[src/rtl/pipe_stage_reg_pkg.sv]
// pipe_stage_reg_pkg: shared pipeline constants (payload field indices, exception vector)
package pipe_stage_reg_pkg;
    localparam logic [31:0] EXC_PC_DEFAULT = 32'hBFC00380;
    localparam int FIELD_INSTR = 0;
    localparam int FIELD_PC    = 1;
    localparam int FIELD_PC8   = 2;
    localparam int FIELD_ALU   = 3;
    localparam int FIELD_MDU   = 4;
endpackage

[src/rtl/pipe_stage_reg_if.sv]
// pipe_stage_reg_if: upstream/downstream handshake and payload bundle for one pipeline stage
interface pipe_stage_reg_if #(
    parameter int DATA_W     = 32,
    parameter int NUM_FIELDS = 5,
    parameter int NUM_LATE   = 2
);
    logic                         in_valid;
    logic                         in_ready;
    logic [NUM_FIELDS*DATA_W-1:0] in_fields;
    logic [NUM_LATE*DATA_W-1:0]   in_late;
    logic                         flush;
    logic                         req;
    logic                         out_valid;
    logic                         out_ready;
    logic [NUM_FIELDS*DATA_W-1:0] out_fields;
    logic [NUM_LATE*DATA_W-1:0]   out_late;
    logic                         late_held;
    modport master (
        output in_valid, in_fields, in_late, flush, req, out_ready,
        input  in_ready, out_valid, out_fields, out_late, late_held
    );
    modport slave (
        input  in_valid, in_fields, in_late, flush, req, out_ready,
        output in_ready, out_valid, out_fields, out_late, late_held
    );
endinterface

[src/rtl/pipe_stage_reg_late_hold.sv]
// late_hold: freezes late-arriving payload while the stage is stalled downstream
module late_hold #(
    parameter int W = 64
) (
    input  logic         clk,
    input  logic         reset,
    input  logic         capture,
    input  logic         clear,
    input  logic [W-1:0] d,
    output logic [W-1:0] q,
    output logic         held
);
    logic [W-1:0] hold_q;
    always_ff @(posedge clk or posedge reset) begin
        if (reset) begin
            held   <= 1'b0;
            hold_q <= '0;
        end else if (clear) begin
            held <= 1'b0;
        end else if (capture && !held) begin
            hold_q <= d;
            held   <= 1'b1;
        end
    end
    assign q = held ? hold_q : d;
endmodule

[src/rtl/pipe_stage_reg.sv]
// pipe_stage_reg: single-entry pipeline register with flush/exception bubbles and late-word hold
module pipe_stage_reg
    import pipe_stage_reg_pkg::*;
#(
    parameter int          DATA_W     = 32,
    parameter int          NUM_FIELDS = 5,
    parameter int          NUM_LATE   = 2,
    parameter int          PC_FIELD   = FIELD_PC,
    parameter logic [31:0] EXC_PC     = EXC_PC_DEFAULT,
    parameter bit          LATE_HOLD  = 1'b1
) (
    input logic              clk,
    input logic              reset,
    pipe_stage_reg_if.slave  bus
);
    logic                         valid_q;
    logic [NUM_FIELDS*DATA_W-1:0] fields_q;
    logic                         load;
    assign bus.in_ready   = !valid_q | bus.out_ready;
    assign load           = bus.in_valid & bus.in_ready;
    assign bus.out_valid  = valid_q;
    assign bus.out_fields = fields_q;
    always_ff @(posedge clk or posedge reset) begin
        if (reset) begin
            valid_q  <= 1'b0;
            fields_q <= '0;
        end else if (bus.req) begin
            valid_q  <= 1'b0;
            fields_q <= '0;
            fields_q[PC_FIELD*DATA_W +: DATA_W] <= DATA_W'(EXC_PC);
        end else if (bus.flush) begin
            valid_q  <= 1'b0;
            fields_q <= '0;
        end else if (load) begin
            valid_q  <= 1'b1;
            fields_q <= bus.in_fields;
        end else if (bus.out_ready) begin
            valid_q  <= 1'b0;
        end
    end
    // a load while stalled is impossible, so capture never races a clear
    if (LATE_HOLD) begin : g_hold
        logic capture, clear;
        assign capture = valid_q & !bus.out_ready & !bus.req & !bus.flush;
        assign clear   = bus.req | bus.flush | load | (valid_q & bus.out_ready);
        late_hold #(.W(NUM_LATE*DATA_W)) u_late_hold (
            .clk     (clk),
            .reset   (reset),
            .capture (capture),
            .clear   (clear),
            .d       (bus.in_late),
            .q       (bus.out_late),
            .held    (bus.late_held)
        );
    end else begin : g_pass
        assign bus.out_late  = bus.in_late;
        assign bus.late_held = 1'b0;
    end
endmodule

[src/flat_wrapper.sv]
// flat-port wrapper written by rule: the top's interface ports become plain ports
module pipe_stage_reg_flat import pipe_stage_reg_pkg::*;
#(
    parameter int          DATA_W     = 32,
    parameter int          NUM_FIELDS = 5,
    parameter int          NUM_LATE   = 2,
    parameter int          PC_FIELD   = FIELD_PC,
    parameter logic [31:0] EXC_PC     = EXC_PC_DEFAULT,
    parameter bit          LATE_HOLD  = 1'b1
)
  (clk, reset, bus_in_valid, bus_in_fields, bus_in_late, bus_flush, bus_req, bus_out_ready, bus_in_ready, bus_out_valid, bus_out_fields, bus_out_late, bus_late_held);
  pipe_stage_reg_if #(.DATA_W(DATA_W), .NUM_FIELDS(NUM_FIELDS), .NUM_LATE(NUM_LATE)) bus_i ();
  input logic clk;
  input logic reset;
  input wire logic [$bits(bus_i.in_valid)-1:0] bus_in_valid;
  input wire logic [$bits(bus_i.in_fields)-1:0] bus_in_fields;
  input wire logic [$bits(bus_i.in_late)-1:0] bus_in_late;
  input wire logic [$bits(bus_i.flush)-1:0] bus_flush;
  input wire logic [$bits(bus_i.req)-1:0] bus_req;
  input wire logic [$bits(bus_i.out_ready)-1:0] bus_out_ready;
  output wire logic [$bits(bus_i.in_ready)-1:0] bus_in_ready;
  output wire logic [$bits(bus_i.out_valid)-1:0] bus_out_valid;
  output wire logic [$bits(bus_i.out_fields)-1:0] bus_out_fields;
  output wire logic [$bits(bus_i.out_late)-1:0] bus_out_late;
  output wire logic [$bits(bus_i.late_held)-1:0] bus_late_held;
  assign bus_i.in_valid = bus_in_valid;
  assign bus_i.in_fields = bus_in_fields;
  assign bus_i.in_late = bus_in_late;
  assign bus_i.flush = bus_flush;
  assign bus_i.req = bus_req;
  assign bus_i.out_ready = bus_out_ready;
  assign bus_in_ready = bus_i.in_ready;
  assign bus_out_valid = bus_i.out_valid;
  assign bus_out_fields = bus_i.out_fields;
  assign bus_out_late = bus_i.out_late;
  assign bus_late_held = bus_i.late_held;
  pipe_stage_reg #(.DATA_W(DATA_W), .NUM_FIELDS(NUM_FIELDS), .NUM_LATE(NUM_LATE), .PC_FIELD(PC_FIELD), .EXC_PC(EXC_PC), .LATE_HOLD(LATE_HOLD)) u_core (.clk(clk), .reset(reset), .bus(bus_i));
endmodule
[config.mk]
export PLATFORM = sky130hd
export DESIGN_NAME = pipe_stage_reg_flat
export DESIGN_NICKNAME = d
export VERILOG_FILES = /design/src/rtl/pipe_stage_reg_pkg.sv /design/src/rtl/pipe_stage_reg_if.sv /design/src/rtl/pipe_stage_reg_late_hold.sv /design/src/rtl/pipe_stage_reg.sv /design/src/flat_wrapper.sv
export SDC_FILE = /design/constraint.sdc
export NUM_CORES = 1
export LEC_CHECK = 0
export ABC_AREA = 1
export ABC_CLOCK_PERIOD_IN_PS = 11000
export CAP_MARGIN = 20
export CORE_AREA = 8 8 170 172
export CTS_BUF_LIST = sky130_fd_sc_hd__clkbuf_16
export CTS_CLUSTER_DIAMETER = 50
export DETAILED_ROUTE_END_ITERATION = 10
export DIE_AREA = 0 0 178 180
export PLACE_DENSITY = 0.77
export SLEW_MARGIN = 20
export SYNTH_ARGS = -nofsm -noshare
export SYNTH_HDL_FRONTEND = slang
export SYNTH_SLANG_ARGS = --single-unit
[constraint.sdc]
create_clock -name clk -period 11 [get_ports clk]
set_input_delay 3.3 -clock clk [delete_from_list [all_inputs] [get_ports clk]]
set_output_delay 3.3 -clock clk [all_outputs]
set_load 0.02 [all_outputs]
# Word level (Yosys, flattened, before mapping)
# Cells that the tools add are included.
[totals]
ff_bits = 226
in_bits = 230
output_inout_bits = 227
[classes]
mux = 10
bitwise_logic = 10
reduce_logical = 10
[op_table]
columns = ["op", "count"]
rows = [
  ["160-bit 2-to-1 mux", 3],
  ["64-bit 2-to-1 mux", 1],
  ["1-bit 2-to-1 mux", 6],
  ["1-bit AND", 5],
  ["1-bit logical NOT", 5],
  ["1-bit OR", 4],
  ["4-bit nonzero test", 1],
  ["3-bit nonzero test", 1],
  ["2-bit AND reduction", 1],
  ["2-bit nonzero test", 1],
  ["1-bit logical AND", 1],
  ["1-bit NOT", 1],
]

# Logic depth before layout (Yosys ltp)
# Gate-level depths: netlist of run 1.
[logic_depth]
ltp_word = 7
depth_mapped = 7

# Modules after synthesis
# Synthesis of run 1 repeated with hierarchy kept, for this count alone.
[hier_totals]
hier_cells = 1260
hier_area_um2 = 10520.1
[by_module_without_submodules]
columns = ["module", "instances", "cells_each", "area_per_inst_um2", "seq_area_each_um2"]
rows = [
  ["pipe_stage_reg", 1, 764, 7033.0, 4028.9],
  ["late_hold", 1, 496, 3487.1, 1626.6],
]

# Least setup slack after synthesis of run 1
# OpenSTA, ideal clock, no wires.
[synth_timing]
kind = "input-to-output"
from = "in bus_out_ready"
to = "out bus_in_ready"
arrival_time_ns = 3.792
required_ns = 7.700
path_slack_ns = 3.908
path_stages = 3
path_cell_list = "inv_2 nand2_2 clkbuf_1"
[synth_between]
elab_chain_cells = 1
[synth_lines]
columns = ["item", "line_no", "text"]
rows = [
  ["start: declaration", "flat_wrapper.sv:20", "input wire logic [$bits(bus_i.out_ready)-1:0] bus_out_ready;"],
  ["1-bit OR", "pipe_stage_reg.sv:19", "assign bus.in_ready = !valid_q | bus.out_ready;"],
  ["end: declaration", "flat_wrapper.sv:21", "output wire logic [$bits(bus_i.in_ready)-1:0] bus_in_ready;"],
]
# Every way passes these cells.

# Worst setup path in the final report of run 1
# Same ends and word-level chain as after synthesis.

==> results of run 1 <==
[cell type report]
type	instances	area [sq um]	share of cell area (%)
Timing Repair Buffer	468	4660	29.3
Tap cell	341	427	2.68
Multi-Input combinational cell	887	4130	25.9
Sequential cell	226	5660	35.5
Antenna cell	1	2.50	0.0157
Inverter	17	72.6	0.455
Clock inverter	26	211	1.33
Clock buffer	31	776	4.87
[placed cells by master (no fill, tap or decap)]
cell type and count:
nand2_1 494, o21a_1 1, inv_2 1, clkinv_1 5
nand2_8 1, inv_1 20, nand2_4 1, clkinv_2 7
nand4_1 212, diode_2 1, o21ai_0 12, dfrtp_1 225
buf_4 12, clkbuf_16 31, inv_6 1, buf_12 1
nor2_1 1, a21oi_1 1, nand3_1 161, clkdlybuf4s50_1 455
dfrtp_2 1, nand3_2 1, bufinv_16 3, inv_8 2
clkinvlp_4 4, nor2_4 2
[cell families (layout without fill, tap and decap cells)]
kind of cell | count (synthesis) | in the layout | share of synthesized area (%)
simple gates | 873 | 873 | 38.7
flops | 226 | 226 | 54.2
buf+inv | 145 | 542 | 6.40
compound gates | 14 | 14 | 0.696
other cells | 0 | 1 | 0
[flip-flops by register name, summed over array words and instances (netlist names)]
name,count
u_core.bus.out_valid,1
u_core.bus.out_fields,160
u_core.g_hold.u_late_hold.hold_q,64
u_core.g_hold.u_late_hold.held,1
[routing by layer]
metal | vias to the layer above | GRT usage (%) | part of all wire (%)
li1 | 5030 | - | -
met1 | 5086 | 28.5 | 38
met5 | - | 0 | 0.033
met4 | 2 | 9.74 | 4.0
met3 | 90 | 8.11 | 11
met2 | 474 | 35.8 | 47
[through the flow]
step,instance area (sq um),power (mW)
6_report,15900,2.25
5_1_grt,15900,2.35
4_1_cts,15900,2.28
3_5_place_dp,14900,1.31
3_3_place_gp,14900,1.30
2_1_floorplan,10400,1.11
[power by group]
part / switching [mW] / leakage, nW / internal, mW / total (mW)
clock: 0.377 / 0.499 / 0.581 / 0.958
sequential: 0.0353 / 3.02 / 0.900 / 0.935
combinational: 0.192 / 4.26 / 0.166 / 0.358
total: 0.604 / 7.77 / 1.65 / 2.25
[worst paths after layout]
kind	depth (start not counted)	endpoint	slack, ns	startpoint
max	4	bus_in_ready	2.35	bus_out_ready
min	2	u_core.g_hold.u_late_hold.hold_q[3]	0.47	u_core.g_hold.u_late_hold.hold_q[3]
max reg2reg	6	u_core.bus.out_fields[54]	7.94	u_core.bus.out_valid
min reg2reg	2	u_core.g_hold.u_late_hold.hold_q[3]	0.47	u_core.g_hold.u_late_hold.hold_q[3]
max in group asynchronous	3	u_core.bus.out_fields[87]	6.33	reset
min in group asynchronous	2	u_core.bus.out_fields[98]	3.30	reset
[worst max-delay path: stages]
cell and delay [ns]:
clkdlybuf4s50_1 0.60, inv_2 0.07, nand2_4 0.55, clkdlybuf4s50_1 0.75
==> results.md, run 1 <==
- Status: finished, final reports clean
- Root buf cell: clkbuf_16
- Top-area cell type share of the netlist area: 54.2%
- Max Clock Freq: 0.116 GHz
- FF+latch count, synth: 226
- Hold slack: 0.469 ns
- CP Capture Type: output pin
- Post-Place Setup Slack: 2.37 ns
- Post-synth top area cell: dfrtp_1
- # hold bufs at CTS: 0
- Via-to-Cell Ratio: 5.35
- Setup TNS: 0 ns
- Post-Layout Cell Count: around 2000
- Critical Path RT: between 7 and 8 ns
- Synth Instances: 1258
- Largest cells by area after synthesis: dfrtp_1 (54%), nand2_1 (18%), nand4_1 (13%), nand3_1 (7.7%), buf_2 (3.6%)
- Ys async rst share: 100%
- Slew HR: about 34%
- Proportion of layout cells with a drive suffix above 1: under 10%
- Die width: 178 um
- Post-Syn Nets: 1488
- Detailed Routing Iterations Pass 1: 5
- Post-cts resize count: 0
- Grt ovf: 0
- Row count: 60
- Main synth FF type: dfrtp_1
- Netlist cell types: 18
- Dpl cells: 1939
- RSZ-0062 raised after global routing: false
- Area of the core: 0.0264 sq mm
- Chip height: around 180 um
- Top-count cell post-synth: nand2_1
- Clock sink count: approximately 230
- CP Launch Type: input pin
- Clock transition at path regs: about 0.050 ns
- Via count: between 10000 and 15000
- CP arrival: 5.35 ns
- Pins Over Slew Limit: 0
- Least-Margin Pin Slew: 0.987 ns
- Final worst slack: between 2 and 2.5 ns
- Maximum VDD drop: 109 uV
- CTS tree: yes
- Synth Cell Area: 0.0104 sq mm
- Register area share after synthesis: 54.2%
- Leakage power: approximately 7.8 nW
- Final setup viols: 0
- Largest net degree at the start of global routing: 203
- Syn avg cell area: roughly 8.3 sq um
- Final wirelength: 38.8 mm
- Initial antenna violation count: 2
- Initial DRC Count: 1093
- Final RePlAce weighted congestion: 0.803
- Antenna-violating nets left: 0
- Yosys Warn Count: 0
- Clock Tree Buf Depth: 3
- First-pass GRT wire length: between 50 and 60 mm
- CTS buffer count: 31
- Number of synthesized flops with an enable pin: 0
- Die area: 0.0320 sq mm
- Skew-Pair Late Insertion Delay: 0.54 ns
- Detailed Place HPWL: 25.8 mm
- Hold Path Class: flop to flop
- Cell Pwr Density: 141 mW/mm^2
- Fill count: 2211
- Vias in the first global route: between 10000 and 15000
- WS Path Type: input pin to output pin
- Post-CTS Setup Repair Bufs: 0
- PortBufs: 456
- # DRC: 0
- Final Util: 60.5%
- # IOs: 457
- Period Utilization, post-route: 78.7%
- Final #Nets: 1861
- Tot GR Track Use: 23.0%
- Synthesis-to-layout area growth: 52.9%
- Max Cap Viol: 0
- H-tree depth: 1
- Starting Density: a little under 40%
- Final Hold Viols: 0
- Max Clock Skew: 0.0119 ns
- Commonest cells post-synth: nand2_1 (494), dfrtp_1 (226), nand4_1 (212)
- Minimum clock period: 8.65 ns
- Routed WL per cell: 19.4 um
- CP max FO: 68
No activity file was read; power rests on OpenSTA's default activity.
==> run 2: changes to the inputs <==
--- a/config.mk
+++ b/config.mk
@@ -6,14 +6,14 @@
 export NUM_CORES = 1
 export LEC_CHECK = 0
 export ABC_AREA = 1
-export ABC_CLOCK_PERIOD_IN_PS = 11000
+export ABC_CLOCK_PERIOD_IN_PS = 7400
 export CAP_MARGIN = 20
-export CORE_AREA = 8 8 170 172
+export CORE_MARGIN = 8
+export CORE_UTILIZATION = 39
 export CTS_BUF_LIST = sky130_fd_sc_hd__clkbuf_16
 export CTS_CLUSTER_DIAMETER = 50
 export DETAILED_ROUTE_END_ITERATION = 10
-export DIE_AREA = 0 0 178 180
-export PLACE_DENSITY = 0.77
+export PLACE_DENSITY = 0.78
 export SLEW_MARGIN = 20
 export SYNTH_ARGS = -nofsm -noshare
 export SYNTH_HDL_FRONTEND = slang
==> constraint.sdc (replaced) <==
create_clock -name clk -period 7.4 [get_ports clk]
set_input_delay 2.22 -clock clk [delete_from_list [all_inputs] [get_ports clk]]
set_output_delay 2.22 -clock clk [all_outputs]
set_load 0.02 [all_outputs]
==> run 2 against run 1 <==
Flip-flop and latch count unchanged. Sequential share of layout area decreased by 0.089 points. Register-to-register slack got worse by 3.2 ns. Non-clock buffer count increased by 6. Critical endpoint unchanged. Largest power group is now sequential cells.
==> results.md, run 2 (synthesized netlist as in run 1, its figures left out) <==
- Status: finished, final reports clean
- Maximum VDD drop: 199 uV (+83%)
- Fill count: 2269 (+2.6%)
- Root buf cell: clkbuf_16
- Slew HR: 36.0% (+1.8 points)
- Max Clock Skew: 0.0113 ns (-0.000541 ns)
- Detailed Routing Iterations Pass 1: 5 (unchanged)
- Row count: 60 (unchanged)
- Antenna-violating nets left: 0 (unchanged)
- Largest register FFs: 160 (unchanged)
- Post-CTS Setup Repair Bufs: 0 (unchanged)
- CP max FO: 3 (-96%)
- Leakage power: 7.80 nW (+0.37%)
- Final wirelength: 38.8 mm (about the same)
- Most frequent cells in the layout: nand2_1 (494), clkdlybuf4s50_1 (455), dfrtp_1 (225), nand4_1 (212), nand3_1 (161)
- CP Capture Type: output pin
- # DRC: 0 (unchanged)
- Least-Margin Pin Slew: 0.960 ns (-0.0272 ns)
- Skew-Pair Late Insertion Delay: 0.53 ns (about the same)
- CP arrival: 3.61 ns (-1.74 ns)
- Final Hold Viols: 0 (unchanged)
- Worst R2R Setup Slack: 4.78 ns (-3.16 ns)
- Initial antenna violation count: 1 (-1)
- CP Launch Type: input pin
- Reg-to-reg endpoint: u_core.bus.out_fields[155]
- PortBufs: 456 (unchanged)
- Clock sink count: 226 (unchanged)
- WS Path Type: input pin to output pin
- Crit-path cells: clkdlybuf4s50_1 > inv_2 > nand2_4 > clkdlybuf4s50_1
- Post-Layout Cell Count: 2002 (+0.25%)
- RSZ-0062 raised after global routing: false
- First-pass GRT wire length: 60.8 mm (+2.1%)
- Most common cell after layout, fill and taps aside: nand2_1
- # hold bufs at CTS: 0 (unchanged)
- Tot GR Track Use: 23.0% (-0.064 points)
- Hold Path Class: flop to flop
- Largest net degree at the start of global routing: 268 (+32%)
- Final setup viols: 0 (unchanged)
- Setup TNS: 0 ns (unchanged)
- Most frequent CP cell: clkdlybuf4s50_1
- Dpl cells: 1944 (+0.26%)
- Max Cap Viol: 0 (unchanged)
- # IOs: 457 (unchanged)
- Hold_sp: u_core.g_hold.u_late_hold.hold_q[53]
- CP max stage cell: clkdlybuf4s50_1
- Starting Density: 39.2% (-0.34 points)
- Vias in the first global route: 10451 (+0.80%)
- Multi-input gate area: 0.00412 sq mm (-0.21%)
- Die area: 0.0322 sq mm (+0.56%)
- CTS buffer count: 30 (-3.2%)
- Detailed Place HPWL: 26.3 mm (+1.9%)
- Final #Nets: 1866 (+0.27%)
- Hold endpoint: u_core.g_hold.u_late_hold.hold_q[53]
- Clock Tree Buf Depth: 3 (unchanged)
- Grt ovf: 0 (unchanged)
- Final RePlAce weighted congestion: 0.816 (+1.6%)
- Post-cts resize count: 0 (unchanged)
- Initial DRC Count: 1054 (-3.6%)
- Minimum clock period: 5.83 ns
- Reg-to-reg startpoint: u_core.bus.out_valid
- R2R cell count: 6 (unchanged)
- CP max stage delay: 0.69 ns (-0.06 ns)
- Via count: 10706 (+0.22%)
- Hold Path Stages: 2 (unchanged)
- Critical Path Start: bus_out_ready
- Proportion of layout cells with a drive suffix above 1: 4.46% (+0.35 points)
- Critical Path RT: 5.18 ns (-2.52 ns)
- Chip height: 179 um (-0.28%)
- Clock transition at path regs: 0.05 ns (about the same)
- Synthesis-to-layout area growth: 53.3%
- Routed WL per cell: 19.4 um (-0.24%)
- Max Clock Freq: 0.172 GHz
- Cell Pwr Density: 208 mW/mm^2 (+47%)
- Storage cell area: 0.00566 sq mm (unchanged)
- Area of the core: 0.0266 sq mm (+0.85%)
- CTS tree: yes
- Via-to-Cell Ratio: 5.35 (about the same)
- Period Utilization, post-route: 78.8%
- Pins Over Slew Limit: 0 (unchanged)
- H-tree depth: 1 (unchanged)
- Die width: 179 um (+0.84%)
==> run 2: changes by cell type in the layout (fill, tap and decap cells not counted), sizes merged <==
cell      change
buf           +6
clkinv        +3
clkinvlp      -2
bufinv        -1
inv           -1
==> run 2: final cells by class <==
type	count	share of cell area (%)
multi-input cells	887	25.8
well taps	341	2.67
diodes	1	0.0157
flip-flops and latches	226	35.4
clock inverters	25	1.17
repair buffers	474	29.7
clock buffers	31	4.86
inverters	17	0.431
==> run 2: power by group <==
| part | total [mW] | internal (mW) | switching (mW) | leakage (nW) |
|---|---|---|---|---|
| Clock | 1.39 | 0.831 | 0.563 | 0.496 |
| Sequential | 1.39 | 1.34 | 0.0528 | 3.02 |
| Combinational | 0.537 | 0.250 | 0.287 | 4.29 |
==> run 2: how the worst max path moves through the flow <==
stage	end	cells after the start	slack, ns
global route	bus_in_ready	4	1.49
global placement	bus_in_ready	4	1.55
floorplan	u_core.bus.out_fields[0]	1	2.23
detailed placement	bus_in_ready	4	1.56
finish	bus_in_ready	4	1.57
CTS	bus_in_ready	4	1.55
==> run 2: worst max-delay path: cells and delay by family <==
| kind | cells | cell delay (ns) |
|---|---|---|
| buffers and inverters | 3 | 1.33 |
| and+or+nand+nor | 1 | 0.06 |
==> run 2: per-stage QoR <==
step                      area [sq um]  power (mW)  util, %  hold slack (ns)  worst slack, ns
after CTS                        15900        3.35     60.0            0.472             1.55
after floorplan                  10400        1.65        -            0.442             2.23
after detailed placement         15000        1.95     56.4            0.458             1.56
after global placement           15000        1.93     56.4            0.453             1.55
final                            16000        3.32     60.1            0.469             1.57
after global routing             16000        3.46     60.1            0.488             1.49
==> run 2: layer usage <==
metal | up-vias | wire, um | track usage (%)
met5 | - | 10 | 0
met4 | 2 | 1300 | 7.84
met3 | 74 | 4000 | 7.78
met2 | 466 | 18600 | 37.9
met1 | 5122 | 14900 | 27.8
li1 | 5042 | - | -
